===== config.mk =====
export PLATFORM = sky130hd
export DESIGN_NAME = timer_unit
export DESIGN_NICKNAME = d
export VERILOG_FILES = /design/src/rtl/timer_unit.sv
export SDC_FILE = /design/constraint.sdc
export NUM_CORES = 1
export LEC_CHECK = 0
export CAP_MARGIN = 20
export CORE_MARGIN = 4
export CORE_UTILIZATION = 25
export CTS_BUF_LIST = sky130_fd_sc_hd__clkbuf_8
export CTS_CLUSTER_DIAMETER = 200
export DETAILED_ROUTE_END_ITERATION = 10
export PLACE_DENSITY_LB_ADDON = 0.3
export REMOVE_ABC_BUFFERS = 1
export SYNTH_ARGS = -nofsm -noshare
export SYNTH_HDL_FRONTEND = slang
export SYNTH_SLANG_ARGS = --single-unit
export TNS_END_PERCENT = 10

===== constraint.sdc =====
create_clock -name clk -period 2.5 [get_ports clk]
set_input_delay 0.375 -clock clk [delete_from_list [all_inputs] [get_ports clk]]
set_output_delay 0.375 -clock clk [all_outputs]
set_load 0.03 [all_outputs]

===== src/rtl/timer_unit.sv =====
// rtl/timer_unit.sv - programmable one-second countdown timer with expiry pulse
// Optional feature: define TIMER_REMAINING_EN to add the seconds_left output.
module timer_unit #(
  parameter int unsigned CLK_DIV    = 100000000,
  parameter logic [3:0]  T_BASE_DEF = 4'd6,
  parameter logic [3:0]  T_EXT_DEF  = 4'd3,
  parameter logic [3:0]  T_YEL_DEF  = 4'd2
) (
  input  logic       clk,
  input  logic       Reset_Sync,
  input  logic       Prog_Sync,
  input  logic [1:0] Time_Param_Sel,
  input  logic [3:0] Time_Value,
  input  logic [1:0] interval,
  input  logic       start_timer,
  output logic       expired,
  output logic       one_hz_tick
`ifdef TIMER_REMAINING_EN
  ,
  output logic [4:0] seconds_left
`endif
);

  localparam int unsigned DIV_W = (CLK_DIV > 2) ? $clog2(CLK_DIV) : 1;
  localparam logic [DIV_W-1:0] DIV_LAST = DIV_W'(CLK_DIV - 1);

  typedef enum logic [1:0] {
    IDLE = 2'd0,
    RUN  = 2'd1,
    DONE = 2'd2
  } state_t;

  state_t           state_q, state_d;
  logic [4:0]       count_q, count_d;
  logic [DIV_W-1:0] div_q, div_d;
  logic             tick_q, tick_d;
  logic [3:0]       t_base_q, t_base_d;
  logic [3:0]       t_ext_q, t_ext_d;
  logic [3:0]       t_yel_q, t_yel_d;
  logic [4:0]       dur;
  logic [3:0]       prog_val;

  // Duration of the selected interval, taken from the registers before any same-cycle write
  always_comb begin
    dur = {1'b0, t_base_q};
    case (interval)
      2'b00:   dur = {1'b0, t_base_q};
      2'b01:   dur = {1'b0, t_ext_q};
      2'b10:   dur = {1'b0, t_yel_q};
      default: dur = {t_base_q, 1'b0};
    endcase
  end

  // Next-state logic: countdown sequencing, restart override and parameter programming
  always_comb begin
    state_d  = state_q;
    count_d  = count_q;
    div_d    = div_q;
    tick_d   = 1'b0;
    t_base_d = t_base_q;
    t_ext_d  = t_ext_q;
    t_yel_d  = t_yel_q;
    prog_val = Time_Value;

    case (state_q)
      IDLE: begin
        div_d = '0;
      end
      RUN: begin
        if (count_q == 5'd0) begin
          // Zero-length run finishes at once without a tick
          state_d = DONE;
          div_d   = '0;
        end else if (div_q == DIV_LAST) begin
          div_d   = '0;
          count_d = count_q - 5'd1;
          tick_d  = 1'b1;
          if (count_q == 5'd1) state_d = DONE;
        end else begin
          div_d = div_q + DIV_W'(1);
        end
      end
      DONE: begin
        state_d = IDLE;
        div_d   = '0;
      end
      default: begin
        state_d = IDLE;
        div_d   = '0;
      end
    endcase

    // A start wins over everything above: any tick this cycle is discarded
    if (start_timer) begin
      state_d = RUN;
      count_d = dur;
      div_d   = '0;
      tick_d  = 1'b0;
    end

    if (Prog_Sync) begin
      case (Time_Param_Sel)
        2'b00: begin
          prog_val = (Time_Value == 4'd0) ? T_BASE_DEF : Time_Value;
          t_base_d = prog_val;
        end
        2'b01: begin
          prog_val = (Time_Value == 4'd0) ? T_EXT_DEF : Time_Value;
          t_ext_d  = prog_val;
        end
        2'b10: begin
          prog_val = (Time_Value == 4'd0) ? T_YEL_DEF : Time_Value;
          t_yel_d  = prog_val;
        end
        default: prog_val = Time_Value;
      endcase
    end
  end

  // State register; reset overrides start and programming
  always_ff @(posedge clk) begin
    if (Reset_Sync) begin
      state_q  <= IDLE;
      count_q  <= 5'd0;
      div_q    <= '0;
      tick_q   <= 1'b0;
      t_base_q <= T_BASE_DEF;
      t_ext_q  <= T_EXT_DEF;
      t_yel_q  <= T_YEL_DEF;
    end else begin
      state_q  <= state_d;
      count_q  <= count_d;
      div_q    <= div_d;
      tick_q   <= tick_d;
      t_base_q <= t_base_d;
      t_ext_q  <= t_ext_d;
      t_yel_q  <= t_yel_d;
    end
  end

  assign expired     = (state_q == DONE);
  assign one_hz_tick = tick_q;

`ifdef TIMER_REMAINING_EN
  assign seconds_left = (state_q == RUN) ? count_q : 5'd0;
`endif

endmodule


==> out/results.txt, run 1 <==
multiplexer area fraction after synthesis: 7.403%
Clock Pin Slew Worst Setup and Hold Paths: 0.08 ns
Multi-input gate area: 0.001251 sq mm
Cell Rows: 34
Crit Path Category: flop to flop
largest family of logic cells by synthesized area: simple AND/OR/NAND/NOR gates
root buffer cell: clkbuf_8
Min-Delay Path Class: flop to flop
pin count of the biggest net entering global routing: 26
vias in the first global route: 1,686
final hold viol count: 0
worst r2r src: div_q[18]
Post-synth EDFFs: 0
PwrDens: 521.3 mW/mm^2
Synth Area in Compound Gates: 7.735%
Die Footprint: 0.01065 sq mm
post-synthesis sequential area ratio: 41.55%
Worst Setup Start Kind: flop
final setup vio count: 0
power share of the clock group: 33.6%
switching power total: 314.6 uW
sequential fraction of design power: 57.3%
Placement Setup Slack: 0.4275 ns
die width: 103.2 um
Worst-Margin Slew: 0.5259 ns
number of vias per cell: 4.596
Critical Path RT: 2.66 ns
DRT Wirelength: 4487 um
Max-slew headroom: 64.90%
# resized after CTS: 0
period utilisation layout: 79.47%
crit path from: div_q[18]
synth unique cells: 43
most common cell after layout, fill and taps aside: nor2_1
clk sinks: 47
Mapped Cells: 247
Net Sw Frac: 23.20%
max cap viols: 0
clk_lat worst skew: 0.30 ns
via count: 1,705
crit path time final: 1.987 ns
first-pass GRT wire length: 7797 um
Comb pwr share: 9.0%
DIE HEIGHT: 103.2 um
I/O pin count: 14
Post-Syn Area: 0.002265 sq mm
synthesized flop and latch total: 47
unrepaired setup endpoints after global routing: false
XOR/XNOR Fraction of Synth Area: 10.06%
Syn. warnings: 0
maximum VDD drop: 0.0001941 V
GRT Total Usage: 9.243%
Reg area: 940.9 sq um
initial antenna violation count: 0
First-pass DRT Iterations: 4
Placed Area: 0.002514 sq mm
Fill cells: 938
Port Buf Inserts: 13
cell leakage power: 0.0009303 uW
1st-iter DRT viols: 51
status: completed
CTS tree: yes
DRC Markers: 0
Syn Area/Cell: 9.169 sq um
Setup Fix Bufs, Post-CTS: 0
Nets: 278
clock buffer depth: 2
routed len/inst: 12.09 um
top_reg_cell synth: dfxtp_1
Async SR Flop Fraction: 0%
Total Power: 1356 uW
area share of the largest cell type after synthesis: 41.55%
Crit Path Max Fanout: 25
synth top area cells: dfxtp_1 42%, nor2_1 9.3%, xor2_1 5.8%
internal power: 1042 uW
Syn-to-layout area delta: 14.86%
antenna-violating nets left: 0
initial core utilization: 25.84%
final instance area: 0.002601 sq mm
total grt overflow: 0
post-route setup slack: 0.5133 ns
Slew Viols, Final: 0
Arr. time, crit path: 2.14 ns
fmax: 503.4 MHz
Synth Area in Simple Gates: 28.40%
hpwl dp: 3319 um
CTS HTree Levels: 2
share of cells above drive strength 1: 10.27%
hold_sp: div_q[0]
Synth area leader: dfxtp_1
Synth Area in Adders: 1.657%
core area: 0.008763 sq mm
number of diodes: 0
Crit. End Element: flop
commonest cells after routing, fill and taps aside: 56 x nor2_1, 47 x dfxtp_1, 15 x xor2_1
Setup TNS: 0 ns
Placer Congestion: 0.7604
Num CTS Buffers: 5
Setup Skew: 0.01480 ns
hold_buf cts: 0
-- cell type report --
| type | instances | area share, % |
|---|---|---|
| flip-flops and latches | 47 | 36.17 |
| multi-input cells | 185 | 48.10 |
| inverters | 7 | 1.010 |
| well taps | 108 | 5.195 |
| clock inverters | 1 | 0.1924 |
| clock buffers | 6 | 3.175 |
| repair buffers | 17 | 6.157 |
-- path summary, 6_finish.rpt --
kind                             endpoint  slack, ns  cells after the start
worst max register to register  div_q[16]       0.51                      5
worst max-delay path            div_q[16]       0.51                      5
worst min-delay path             div_q[0]       0.46                      1
worst min register to register   div_q[0]       0.46                      1
-- metal layers --
metal	vias up	global-route usage [%]	share of wire, %
met2	22	15.24	44
met3	5	2.347	3.7
met4	0	2.689	0.98
met1	784	11.97	51
met5	-	0	0
li1	894	-	-
-- registers in the layout, indices dropped and copies added, names as in the netlist --
name / flops
count_q: 5
state_q: 2
t_base_q: 4
t_ext_q: 4
one_hz_tick: 1
t_yel_q: 4
div_q: 27
-- synthesized netlist by cell type, types with 2 or more instances --
master	number
inv_1	7
o21ai_0	2
nand4_1	8
buf_6	2
and3_1	4
clkbuf_1	4
nand3b_1	2
xor2_1	15
ha_1	3
nand3_1	14
nand2_1	10
nor3_1	7
nand3_2	2
xnor2_1	11
dfxtp_1	47
a211oi_1	2
mux4_2	3
and4bb_2	2
nor4_1	2
nor2_1	56
a211o_1	5
nor2b_1	2
a21oi_1	6
mux2i_1	10
nor4_2	2
nor3_4	2
-- worst max-delay path, stage by stage, from the launching register on --
cell and delay [ns]:
dfxtp_1 0.48, and4bb_2 0.27, nand4_2 0.15, or3_4 0.45, nand3_2 0.38, nor2_1 0.10
-- cell families (layout without fill, tap and decap cells) --
| family | after synthesis | in the layout |
|---|---|---|
| AO/OA/AOI/OAI | 22 | 22 |
| XOR/XNOR | 26 | 26 |
| adder cells (fa/ha/maj) | 3 | 3 |
| buffers and inverters | 15 | 31 |
| flip-flops | 47 | 47 |
| multiplexers | 13 | 13 |
| AND/OR/NAND/NOR | 121 | 121 |
-- per-stage QoR --
stage / hold slack (ns) / cells / utilization, %
after floorplan: 0.4175 / 239 / -
after global placement: 0.4321 / 364 / 28.68
after detailed placement: 0.4431 / 364 / 28.68
after CTS: 0.4586 / 371 / 29.68
after global routing: 0.4744 / 371 / 29.68
final: 0.4592 / 371 / 29.68
-- power by group through the flow --
stage | Clock (uW) | Sequential [uW] | Combinational [uW]
final | 456 | 777 | 122
after global routing | 505 | 780 | 137
after floorplan | 0 | 791 | 76.6
after CTS | 478 | 777 | 123
after global placement | 0 | 795 | 122
after detailed placement | 0 | 795 | 123
Note: power is estimated with default switching activity, not from simulation.
==> inputs of run 2 (changes only) <==
==> constraint.sdc (replaced) <==
create_clock -name clk -period 2 [get_ports clk]
set_input_delay 0.3 -clock clk [delete_from_list [all_inputs] [get_ports clk]]
set_output_delay 0.3 -clock clk [all_outputs]
set_load 0.03 [all_outputs]
==> out/results.txt, run 2 (synthesized netlist as in run 1, its figures left out) <==
Critical Path RT: 2.18 ns (was 2.66 ns)
post-route setup slack: 0.1494 ns (was 0.5133 ns)
PwrDens: 622.5 mW/mm^2 (was 521.3 mW/mm^2)
I/O pin count: 14 (unchanged)
number of diodes: 0 (unchanged)
Syn-to-layout area delta: 17.79% (was 14.86%)
final setup vio count: 0 (unchanged)
most common cell after layout, fill and taps aside: nor2_1 (unchanged)
cell leakage power: 0.0009831 uW (was 0.0009303 uW)
Worst-Margin Slew: 0.4977 ns (was 0.5259 ns)
CTS HTree Levels: 2 (unchanged)
CTS tree: yes (unchanged)
maximum VDD drop: 0.0002512 V (was 0.0001941 V)
GRT Total Usage: 8.907% (was 9.243%)
clk sinks: 47 (unchanged)
Crit. End Element: flop (unchanged)
Largest register FFs: 27 (unchanged)
hpwl dp: 3247 um (was 3319 um)
clock buffer depth: 2 (unchanged)
Setup Skew: 0.01512 ns (was 0.01480 ns)
DIE HEIGHT: 103.2 um (unchanged)
DRT Wirelength: 4396 um (was 4487 um)
1st-iter DRT viols: 66 (was 51)
unrepaired setup endpoints after global routing: false (unchanged)
Min-Delay Path Class: flop to flop (unchanged)
worst hold slack: 0.4616 ns (was 0.4592 ns)
first-pass GRT wire length: 7610 um (was 7797 um)
period utilisation layout: 92.53% (was 79.47%)
Total Power: 1661 uW (was 1356 uW)
core area: 0.008763 sq mm (unchanged)
Placer Congestion: 0.7342 (was 0.7604)
Arr. time, crit path: 2.03 ns (was 2.14 ns)
DRC Markers: 0 (unchanged)
Clock Pin Slew Worst Setup and Hold Paths: 0.08 ns (about the same)
Setup TNS: 0 ns (unchanged)
Num CTS Buffers: 5 (unchanged)
die width: 103.2 um (unchanged)
Crit Path Category: flop to flop (unchanged)
Slew Viols, Final: 0 (unchanged)
Die Footprint: 0.01065 sq mm (unchanged)
Max-slew headroom: 66.52% (was 64.90%)
First-pass DRT Iterations: 4 (unchanged)
Port Buf Inserts: 13 (unchanged)
Cell Rows: 34 (unchanged)
fmax: 540.4 MHz (was 503.4 MHz)
Top reg by flops: div_q (unchanged)
final instance area: 0.002668 sq mm (was 0.002601 sq mm)
Setup Fix Bufs, Post-CTS: 0 (unchanged)
Nets: 286 (was 278)
Placement Setup Slack: 0.02943 ns (was 0.4275 ns)
initial core utilization: 25.84% (unchanged)
pin count of the biggest net entering global routing: 26 (unchanged)
# resized after CTS: 0 (unchanged)
Placed Area: 0.002586 sq mm (was 0.002514 sq mm)
crit path time final: 1.851 ns (was 1.987 ns)
clk_lat worst skew: 0.29 ns (was 0.30 ns)
root buffer cell: clkbuf_8 (unchanged)
critical path's top delay family: simple AND/OR/NAND/NOR gates (unchanged)
via count: 1,723 (was 1,705)
Worst Setup Start Kind: flop (unchanged)
total grt overflow: 0 (unchanged)
vias in the first global route: 1,638 (was 1,686)
status: completed (unchanged)
routed len/inst: 11.57 um (was 12.09 um)
largest stage delay on the critical path: 0.47 ns (was 0.48 ns)
initial antenna violation count: 0 (unchanged)
Slowest cell on crit path: or3_4 (was dfxtp_1)
commonest cells after routing, fill and taps aside: 56 x nor2_1, 47 x dfxtp_1, 15 x xor2_1 (unchanged)
final hold viol count: 0 (unchanged)
Fill cells: 963 (was 938)
number of vias per cell: 4.534 (was 4.596)
share of cells above drive strength 1: 12.50% (was 10.27%)
Crit Path Max Fanout: 25 (unchanged)
antenna-violating nets left: 0 (unchanged)
CP Buf/Inv Count: 1 (was 0)
worst path cell trace: ha_1 > and3_1 > nand3_1 > or3_4 > nand3_2 > buf_12 > nor2_1 (was and4bb_2 > nand4_2 > or3_4 > nand3_2 > nor2_1)
max cap viols: 0 (unchanged)
hold_buf cts: 0 (unchanged)
top flop regs: div_q: 27 flops, count_q: 5 flops (unchanged)
[run 2: final timing paths]
kind / from / end / slack (ns) / cells after the start
worst min-delay path: div_q[0] / div_q[0] / 0.46 / 1
worst max register to register: div_q[0] / div_q[10] / 0.15 / 7
worst min register to register: div_q[0] / div_q[0] / 0.46 / 1
worst max-delay path: div_q[0] / div_q[10] / 0.15 / 7
[run 2: area by class of cell]
class	instances	area (sq um)	area share [%]
clock buffer	5	68.82	2.580
clock inverter	3	12.51	0.4690
inverter	7	26.28	0.9850
multi-input combinational	185	1251	46.90
sequential	47	940.9	35.27
tap	108	135.1	5.066
timing repair buffer	25	232.7	8.724
[run 2: metal layers]
metal	vias to the layer above	track usage, %	wire length (um)
li1	906	-	-
met5	-	0	0
met2	27	13.96	1939
met3	2	2.213	160
met4	0	2.092	25
met1	788	12.37	2272
[run 2: through the flow]
step	std cells	utilization, %
after global routing	380	30.44
after detailed placement	372	29.51
after CTS	380	30.44
after global placement	372	29.51
after floorplan	239	-
final	380	30.44
[run 2: worst reg2reg max path, cell delays in order (launching register included)]
cell	delay, ns
dfxtp_1	0.37
ha_1	0.19
and3_1	0.15
nand3_1	0.23
or3_4	0.47
nand3_2	0.10
buf_12	0.17
nor2_1	0.07
[run 2: power by group]
part           leakage (uW)  internal, uW  switching, uW  total [uW]
Combinational      0.000552          80.3           78.6         159
Sequential         0.000381           955           15.8         971
Clock             0.0000505           236            295         531
